File: src/rtl/evt_rate_meter_pkg.sv
// evt_rate_meter_pkg: shared FSM type and sizing helper for the event rate meter
package evt_rate_meter_pkg;
    typedef enum logic {IDLE, SEND} state_t;
    function automatic int ch_w(input int n);
        return (n > 1) ? $clog2(n) : 1;
    endfunction
endpackage

File: src/rtl/sat_counter.sv
// sat_counter: per-channel event counter that pins at all-ones and flags lost increments
module sat_counter
    import evt_rate_meter_pkg::*;
#(
    parameter int COUNT_W = 16
) (
    input  logic               clk,
    input  logic               rst,
    input  logic               clr,
    input  logic               inc,
    output logic [COUNT_W-1:0] count,
    output logic               sat
);
    // Count up on inc; once all-ones, hold and remember that an event was dropped
    always_ff @(posedge clk)
        if (rst || clr) begin
            count <= '0;
            sat   <= 1'b0;
        end else if (inc) begin
            if (&count) sat <= 1'b1;
            else count <= count + COUNT_W'(1);
        end
endmodule

File: src/rtl/evt_rate_meter.sv
// evt_rate_meter: windowed multi-channel event counter with snapshot drained over valid/ready
module evt_rate_meter
    import evt_rate_meter_pkg::*;
#(
    parameter int NUM_CH   = 4,
    parameter int COUNT_W  = 16,
    parameter int WINDOW_W = 24,
    localparam int CW      = ch_w(NUM_CH)
) (
    input  logic                clk,
    input  logic                rst,
    input  logic                en,
    input  logic                clear,
    input  logic [WINDOW_W-1:0] window_len,
    input  logic [NUM_CH-1:0]   evt,
    output logic                out_valid,
    input  logic                out_ready,
    output logic [CW-1:0]       out_ch,
    output logic [COUNT_W-1:0]  out_count,
    output logic                out_sat,
    output logic                out_last,
    output logic                overrun
);
    logic [WINDOW_W-1:0]             timer, len_q;
    logic                            term, snap, load, last_hs, ovr_set;
    logic [NUM_CH-1:0][COUNT_W-1:0]  cnt, cnt_in, sh_cnt;
    logic [NUM_CH-1:0]               sat, sat_in, sh_sat;
    state_t                          state, state_d;
    logic [CW-1:0]                   ch_d;

    assign term = en && (len_q != '0) && (timer == len_q - WINDOW_W'(1));
    assign snap = term && !clear;

    // Window timer: runs while enabled, restarts with a freshly sampled length at each window start
    always_ff @(posedge clk)
        if (rst || clear || term) begin
            timer <= '0;
            len_q <= window_len;
        end else if (en) timer <= timer + WINDOW_W'(1);

    for (genvar i = 0; i < NUM_CH; i++) begin : g_ch
        sat_counter #(.COUNT_W(COUNT_W)) u_cnt (
            .clk   (clk),
            .rst   (rst),
            .clr   (clear || term),
            .inc   (en && evt[i]),
            .count (cnt[i]),
            .sat   (sat[i])
        );
        assign cnt_in[i] = (en && evt[i] && !(&cnt[i])) ? cnt[i] + COUNT_W'(1) : cnt[i];
        assign sat_in[i] = sat[i] || (en && evt[i] && (&cnt[i]));
    end

    // Snapshot every channel together, folding in any event on the terminal cycle
    always_ff @(posedge clk)
        if (rst) begin
            sh_cnt <= '0;
            sh_sat <= '0;
        end else if (load) begin
            sh_cnt <= cnt_in;
            sh_sat <= sat_in;
        end

    // Drain state, channel pointer and sticky overrun flag
    always_ff @(posedge clk)
        if (rst) begin
            state   <= IDLE;
            out_ch  <= '0;
            overrun <= 1'b0;
        end else begin
            state   <= state_d;
            out_ch  <= ch_d;
            overrun <= overrun || ovr_set;
        end

    // Advance on each accepted word; a snapshot is taken only when the drain is idle or just finishing
    always_comb begin
        last_hs = (state == SEND) && out_ready && (out_ch == CW'(NUM_CH - 1));
        load    = snap && ((state == IDLE) || last_hs);
        ovr_set = snap && !load;
        state_d = load ? SEND : last_hs ? IDLE : state;
        ch_d    = (load || last_hs) ? '0 :
                  ((state == SEND) && out_ready) ? out_ch + CW'(1) : out_ch;
    end

    assign out_valid = (state == SEND);
    assign out_count = sh_cnt[out_ch];
    assign out_sat   = sh_sat[out_ch];
    assign out_last  = out_valid && (out_ch == CW'(NUM_CH - 1));
endmodule

File: config.mk
export PLATFORM = sky130hd
export DESIGN_NAME = evt_rate_meter
export DESIGN_NICKNAME = d
export VERILOG_FILES = /design/src/rtl/evt_rate_meter_pkg.sv /design/src/rtl/sat_counter.sv /design/src/rtl/evt_rate_meter.sv
export SDC_FILE = /design/constraint.sdc
export NUM_CORES = 1
export LEC_CHECK = 0
export ABC_AREA = 1
export BUFFER_PORTS_ARGS = -buffer_cell sky130_fd_sc_hd__clkbuf_2
export CORE_MARGIN = 5
export CORE_UTILIZATION = 44
export CTS_CLUSTER_DIAMETER = 80
export DETAILED_ROUTE_END_ITERATION = 10
export HOLD_SLACK_MARGIN = 0.03
export RECOVER_POWER = 25
export SETUP_SLACK_MARGIN = 0.5
export SLEW_MARGIN = 20
export SYNTH_ARGS = -nofsm -noshare
export SYNTH_HDL_FRONTEND = slang
export SYNTH_SLANG_ARGS = --single-unit
File: constraint.sdc
create_clock -name clk -period 3.65 [get_ports clk]
set_input_delay 0.365 -clock clk [delete_from_list [all_inputs] [get_ports clk]]
set_output_delay 0.365 -clock clk [all_outputs]
set_load 0.03 [all_outputs]
==> impl_metrics.env, run 1 <==
export IMPL_dp_hpwl_mm=16.8
export IMPL_syn_mean_instance_area_um2=6.70
export IMPL_cts_buffer_depth=2
export IMPL_grt_pass1_wl_mm=39.1
export IMPL_globalRouteOverflowTotal=0
export IMPL_fp_row_count=54
export IMPL_die_height_um=160
export IMPL_fin_crit_sh=0.830
export IMPL_yosysTopAreaCellShare=0.333
export IMPL_drt_pass1_iterations=5
export IMPL_yosysWarningCount=0
export IMPL_drive_gt1_frac=0.0668
export IMPL_end_kind="output port"
export IMPL_fmax_mhz=330
export IMPL_ys_types=34
export IMPL_insertedDiodeCount=0
export IMPL_maxSlewHeadroom=0.286
export IMPL_fin_crit_ns=3.03
export IMPL_grt_pass1_vias=7735
export IMPL_synthCells=1471
export IMPL_endpoint="out_count[9]"
export IMPL_slew_viol_final=0
export IMPL_clock_skew_ns=0.0203
export IMPL_antenna_found_initial=0
export IMPL_clkLatencyLatePin_ns=0.44
export IMPL_post_drt_wl_per_cell_um=13.3
export IMPL_setup_worst_path_start="out_ch[0]"
export IMPL_ir_drop_mv=0.256
export IMPL_dieArea_um2=25500
export IMPL_hold_class="input pin to flop"
export IMPL_clock_sinks=188
export IMPL_hold_violations=0
export IMPL_path_max_fanout=39
export IMPL_fin_ws_ns=0.619
export IMPL_m1WireLength_mm=12.3
export IMPL_wl_mm=23.9
export IMPL_max_cap_violations=0
export IMPL_setup_viol=0
export IMPL_die_x_um=160
export IMPL_grt_max_degree=126
export IMPL_synthesis_nets=1512
export IMPL_port_buffers=54
export IMPL_dp_slack_ns=0.490
export IMPL_yosys_area_top_type="dfxtp_1"
export IMPL_fin_util=0.499
export IMPL_start_util=0.449
export IMPL_p_leak_nw=4.95
export IMPL_io_pins=55
export IMPL_top_layer_used="met4"
export IMPL_worstMarginPinSlew_ns=1.07
export IMPL_power_density_nw_per_um2=379
export IMPL_synth_seq_cells=188
export IMPL_yosysMostFrequentCell="nand2_1"
export IMPL_crit_type="flop to output port"
export IMPL_netlist_area_um2=9860
export IMPL_postSynth_asyncResetShare=0
export IMPL_core_area_um2=22000
export IMPL_viasPerCell=4.67
export IMPL_track_usage=0.186
export IMPL_r2r_end="sh_cnt[55]"
export IMPL_drc=0
export IMPL_synthTopCellsByArea="dfxtp_1 (33%), nand2_1 (13%), nor2_1 (12%)"
export IMPL_reg2reg_from="len_q[0]"
export IMPL_synthToLayoutAreaGrowth_pct=11.1
export IMPL_final_antenna_net_count=0
export IMPL_reg2regPathDepth=18
export IMPL_clockRootBuffer="clkbuf_16"
export IMPL_synth_commonest_cells="nand2_1 (344), nor2_1 (309), inv_1 (245), dfxtp_1 (164), xor2_1 (76)"
export IMPL_grt_setup_unrepaired="false"
export IMPL_dr_total_vias=8435
export IMPL_nNetsFinal=1554
export IMPL_htree_num_levels=4
export IMPL_wl_met2_mm=10.4
export IMPL_synth_edff_count=24
export IMPL_first_iter_violations=669
export IMPL_gp_congestion=0.887
export IMPL_critPathArrivalTime_ns=2.67
export IMPL_met3_length_um=895
export IMPL_r2r_slack_ns=0.73
export IMPL_cts_hold_buf=0
export IMPL_synth_seq_area_share=0.406
export IMPL_cts_tree="built"
export IMPL_path_clk_slew_ns=0.08
export IMPL_crit_path_start_kind="flop"
export IMPL_status="completed"
export IMPL_tns_ns=0
export IMPL_ys_flop_type="dfxtp_1"
export IMPL_required_ns=3.28
export IMPL_numCtsBuffers=17
[layout by cell type, fill, tap and decap left out, types with 2 or more instances in the layout]
master | Yosys | final
inv_2 | 3 | 5
clkinvlp_4 | 0 | 2
nor2_4 | 3 | 3
mux2i_1 | 3 | 3
a31oi_1 | 3 | 3
buf_4 | 7 | 6
nor2b_1 | 2 | 2
clkbuf_16 | 0 | 18
clkbuf_1 | 18 | 15
nand4_1 | 25 | 25
nand3_1 | 57 | 58
nor3_1 | 22 | 22
buf_12 | 0 | 2
clkinv_1 | 3 | 2
clkinv_4 | 0 | 3
o21ai_0 | 30 | 30
xor2_1 | 76 | 76
nor2_1 | 309 | 308
or2_2 | 3 | 3
inv_8 | 0 | 3
ha_1 | 8 | 8
nor4_1 | 8 | 8
inv_6 | 0 | 3
a21oi_1 | 60 | 60
dfxtp_1 | 164 | 164
inv_1 | 245 | 245
nand2_1 | 344 | 344
nor3b_1 | 2 | 2
nor2_2 | 4 | 5
edfxtp_1 | 24 | 24
clkbuf_2 | 0 | 41
xnor2_1 | 15 | 15
nand3b_1 | 8 | 8
[metrics by stage]
stage	hold slack (ns)	power (W)	std cells	instance area, µm²
detailed placement	0.444	0.00241	1771	10300
global placement	0.440	0.00241	1771	10300
floorplan	0.434	0.00234	1471	9860
finish	0.0964	0.00415	1806	11000
CTS	0.0817	0.00420	1804	10900
global route	0.0842	0.00432	1806	11000
[flip-flops by register name, indices dropped and copies added, names as in the netlist]
signal and count:
g_ch.u_cnt.count 64, sh_cnt 64, len_q 24, timer 24
g_ch.u_cnt.sat 4, sh_sat 4, out_ch 2, out_valid 1
overrun 1
[power breakdown]
part | total (W) | internal [W] | leakage (nW) | switching [W]
Clock | 0.00178 | 0.000898 | 0.274 | 0.000881
Combinational | 0.000221 | 0.0000750 | 3.11 | 0.000146
Sequential | 0.00215 | 0.00212 | 1.57 | 0.0000290
Total | 0.00415 | 0.00310 | 4.95 | 0.00106
[worst min-delay path by stage]
| stage | slack (ns) | endpoint | cells past startpoint | start |
|---|---|---|---|---|
| 5_1_grt | 0.08 | len_q[16] | 1 | window_len[16] |
| 3_3_place_gp | 0.44 | overrun | 2 | overrun |
| 6_report | 0.1 | len_q[18] | 1 | window_len[18] |
| 4_1_cts | 0.08 | len_q[21] | 1 | window_len[21] |
| 3_5_place_dp | 0.44 | overrun | 2 | overrun |
| 2_1_floorplan | 0.43 | out_valid | 1 | rst |
[cell families after synthesis]
family                     after synthesis  share of synthesized area
xor gates and xnor gates                91                     0.0808
DFF                                    188                      0.406
muxes                                    3                    0.00305
buffers and inverters                  295                      0.121
AOI/OAI and AO/OA                       95                     0.0492
adders and majority gates                8                     0.0102
and+or+nand+nor                        791                      0.330
[critical path, stage by stage, from the launching register on]
cell and delay [ns]:
dfxtp_1 0.31, inv_1 0.77, clkbuf_1 0.48, a21oi_1 0.19, a21oi_1 0.14, clkbuf_1 0.33
[routing by layer]
| metal | vias up | GRT usage |
|---|---|---|
| li1 | 4542 | - |
| met1 | 3737 | 0.275 |
| met2 | 138 | 0.290 |
| met3 | 18 | 0.0268 |
| met4 | 0 | 0.0422 |
| met5 | - | 0 |
[layout make-up]
class / instances / area, µm²
clock buffer: 17 / 425
clock inverter: 15 / 133
tap: 280 / 350
multi-input combinational: 988 / 4670
timing repair buffer: 67 / 432
sequential: 188 / 4000
inverter: 251 / 942
fill: 2211 / 11000
[what timing repair did]
item / in CTS / in global routing
resized for setup: 0 / 4
endpoints found under the setup margin: 24 / 186
gates cloned: 1 / 1
pin swaps: 0 / 2
endpoints found under the hold margin: 0 / 0
setup buffers: 0 / 1
(Power assumes the default switching activity.)
==> run 2: changes to the inputs <==
==> constraint.sdc (replaced) <==
create_clock -name clk -period 3.05 [get_ports clk]
set_input_delay 0.305 -clock clk [delete_from_list [all_inputs] [get_ports clk]]
set_output_delay 0.305 -clock clk [all_outputs]
set_load 0.03 [all_outputs]
==> impl_metrics.env, run 2 (same netlist as run 1, synthesis figures left out) <==
export IMPL_track_usage=0.194
export IMPL_whs_ns=0.0479
export IMPL_clockRootBuffer="clkbuf_16"
export IMPL_maxSlewHeadroom=0.504
export IMPL_p_leak_nw=5.21
export IMPL_path_max_fanout=16
export IMPL_worst_path_stages=15
export IMPL_die_x_um=160
export IMPL_pwr_share_clk=0.430
export IMPL_post_drt_wl_per_cell_um=13.5
export IMPL_critPathArrivalTime_ns=2.79
export IMPL_grt_max_degree=70
export IMPL_end_kind="flop"
export IMPL_synthToLayoutAreaGrowth_pct=17.8
export IMPL_r2r_slack_ns=0.43
export IMPL_intPower_w=0.00378
export IMPL_n_fill_cell=2175
export IMPL_antenna_found_initial=0
export IMPL_viasPerCell=4.72
export IMPL_nNetsFinal=1605
export IMPL_layout_common_cells="nand2_1 (344), nor2_1 (302), inv_1 (244)"
export IMPL_p_sw_frac=0.262
export IMPL_dp_hpwl_mm=17.4
export IMPL_hold_class="input pin to flop"
export IMPL_globalRouteOverflowTotal=0
export IMPL_slew_viol_final=0
export IMPL_path_delay_family="simple AND/OR/NAND/NOR gates"
export IMPL_core_area_um2=22000
export IMPL_io_pins=55
export IMPL_clkLatencyLatePin_ns=0.45
export IMPL_reg_top3="g_ch.u_cnt.count x64, sh_cnt x64"
export IMPL_seq_power_share=0.503
export IMPL_htree_num_levels=4
export IMPL_grt_setup_unrepaired="true"
export IMPL_cts_tree="built"
export IMPL_setup_viol=0
export IMPL_required_ns=3.21
export IMPL_clock_sinks=188
export IMPL_critical_path_slowest_cell="edfxtp_1"
export IMPL_grt_pass1_vias=8007
export IMPL_path_clk_slew_ns=0.08
export IMPL_tns_ns=0
export IMPL_reg2regPathDepth=15
export IMPL_hold_violations=0
export IMPL_fin_crit_sh=0.860
export IMPL_fin_ws_ns=0.427
export IMPL_fin_crit_ns=2.62
export IMPL_regArea_um2=4000
export IMPL_gp_congestion=0.906
export IMPL_finalPower_w=0.00512
export IMPL_multi_input_area_um2=4740
export IMPL_dr_total_vias=8763
export IMPL_start_util=0.449
export IMPL_fin_cells=1857
export IMPL_port_buffers=54
export IMPL_clock_skew_ns=0.0124
export IMPL_final_common_cell="nand2_1"
export IMPL_status="completed"
export IMPL_grt_pass1_wl_mm=40.3
export IMPL_pwr_share_comb=0.067
export IMPL_hold_depth=1
export IMPL_cpPeakStageDelay_ns=0.43
export IMPL_insertedDiodeCount=0
export IMPL_worstMarginPinSlew_ns=0.744
export IMPL_dp_slack_ns=0.216
export IMPL_first_iter_violations=538
export IMPL_fp_row_count=54
export IMPL_power_density_nw_per_um2=441
export IMPL_path_buf_inv=3
export IMPL_numCtsBuffers=17
export IMPL_drt_pass1_iterations=7
export IMPL_die_height_um=160
export IMPL_max_cap_violations=0
export IMPL_drc=0
export IMPL_dp_cells=1780
export IMPL_drive_gt1_frac=0.0856
export IMPL_wl_mm=25.0
export IMPL_ir_drop_mv=0.280
export IMPL_dieArea_um2=25500
export IMPL_fmax_mhz=381
export IMPL_cts_buffer_depth=2
export IMPL_crit_path_start_kind="flop"
export IMPL_final_antenna_net_count=0
export IMPL_crit_path_cell_trace="inv_1 > ha_4 > nand3_4 > nor2_4 > nand2_1 > nand2_1 > nand2_1 > nor2_1 > nand2_1 > nor2_1 > nand3_1 > nor2_4 > nand3b_1 > buf_12 > buf_16"
export IMPL_crit_type="flop to flop"
export IMPL_crit_top_cell="nand2_1"
export IMPL_power_switching_w=0.00134
==> run 2: per-stage QoR <==
step | instance area (µm²) | utilization
floorplan | 9860 | -
global placement | 10400 | 0.474
detailed placement | 10400 | 0.474
CTS | 11500 | 0.523
global route | 11600 | 0.529
finish | 11600 | 0.529
==> run 2: area by class of cell <==
class | instances | share of cell area
multi-input cells | 988 | 0.408
well taps | 280 | 0.0302
clock inverters | 15 | 0.0131
clock buffers | 17 | 0.0366
inverters | 251 | 0.0811
repair buffers | 118 | 0.0864
flip-flops and latches | 188 | 0.345
==> run 2: path summary, 6_finish.rpt <==
| kind | endpoint | start |
|---|---|---|
| setup / recovery | len_q[16] | len_q[1] |
| hold / removal | len_q[8] | window_len[8] |
| setup reg to reg | len_q[16] | len_q[1] |
| hold reg to reg | overrun | overrun |
==> run 2: power groups by stage <==
stage / clock (W) / sequential [W] / combinational [W]
3_5_place_dp: 0 / 0.00263 / 0.000257
6_report: 0.00220 / 0.00258 / 0.000345
5_1_grt: 0.00235 / 0.00258 / 0.000383
4_1_cts: 0.00225 / 0.00258 / 0.000318
2_1_floorplan: 0 / 0.00262 / 0.000180
3_3_place_gp: 0 / 0.00263 / 0.000256
==> run 2: worst register-to-register path: stages, from the launching register on <==
cell and delay (ns):
edfxtp_1 0.43, inv_1 0.15, ha_4 0.18, nand3_4 0.12, nor2_4 0.19, nand2_1 0.10, nand2_1 0.07, nand2_1 0.05
nor2_1 0.09, nand2_1 0.06, nor2_1 0.10, nand3_1 0.13, nor2_4 0.13, nand3b_1 0.16, buf_12 0.21, buf_16 0.17
==> run 2: timing repair <==
action	4_1_cts	5_1_grt
hold buffers	23	0
endpoints found under the setup margin	183	196
buffers inserted	10	6
gates cloned	3	3
pin swaps	2	2
gates resized for setup	21	14
endpoints found under the hold margin	23	0
==> run 2: per-layer routing <==
| layer | track usage | vias to the layer above | wire [µm] |
|---|---|---|---|
| met3 | 0.0351 | 28 | 1220 |
| li1 | - | 4652 | - |
| met2 | 0.308 | 177 | 11300 |
| met4 | 0.0497 | 0 | 334 |
| met5 | 0 | - | 0 |
| met1 | 0.275 | 3906 | 12200 |
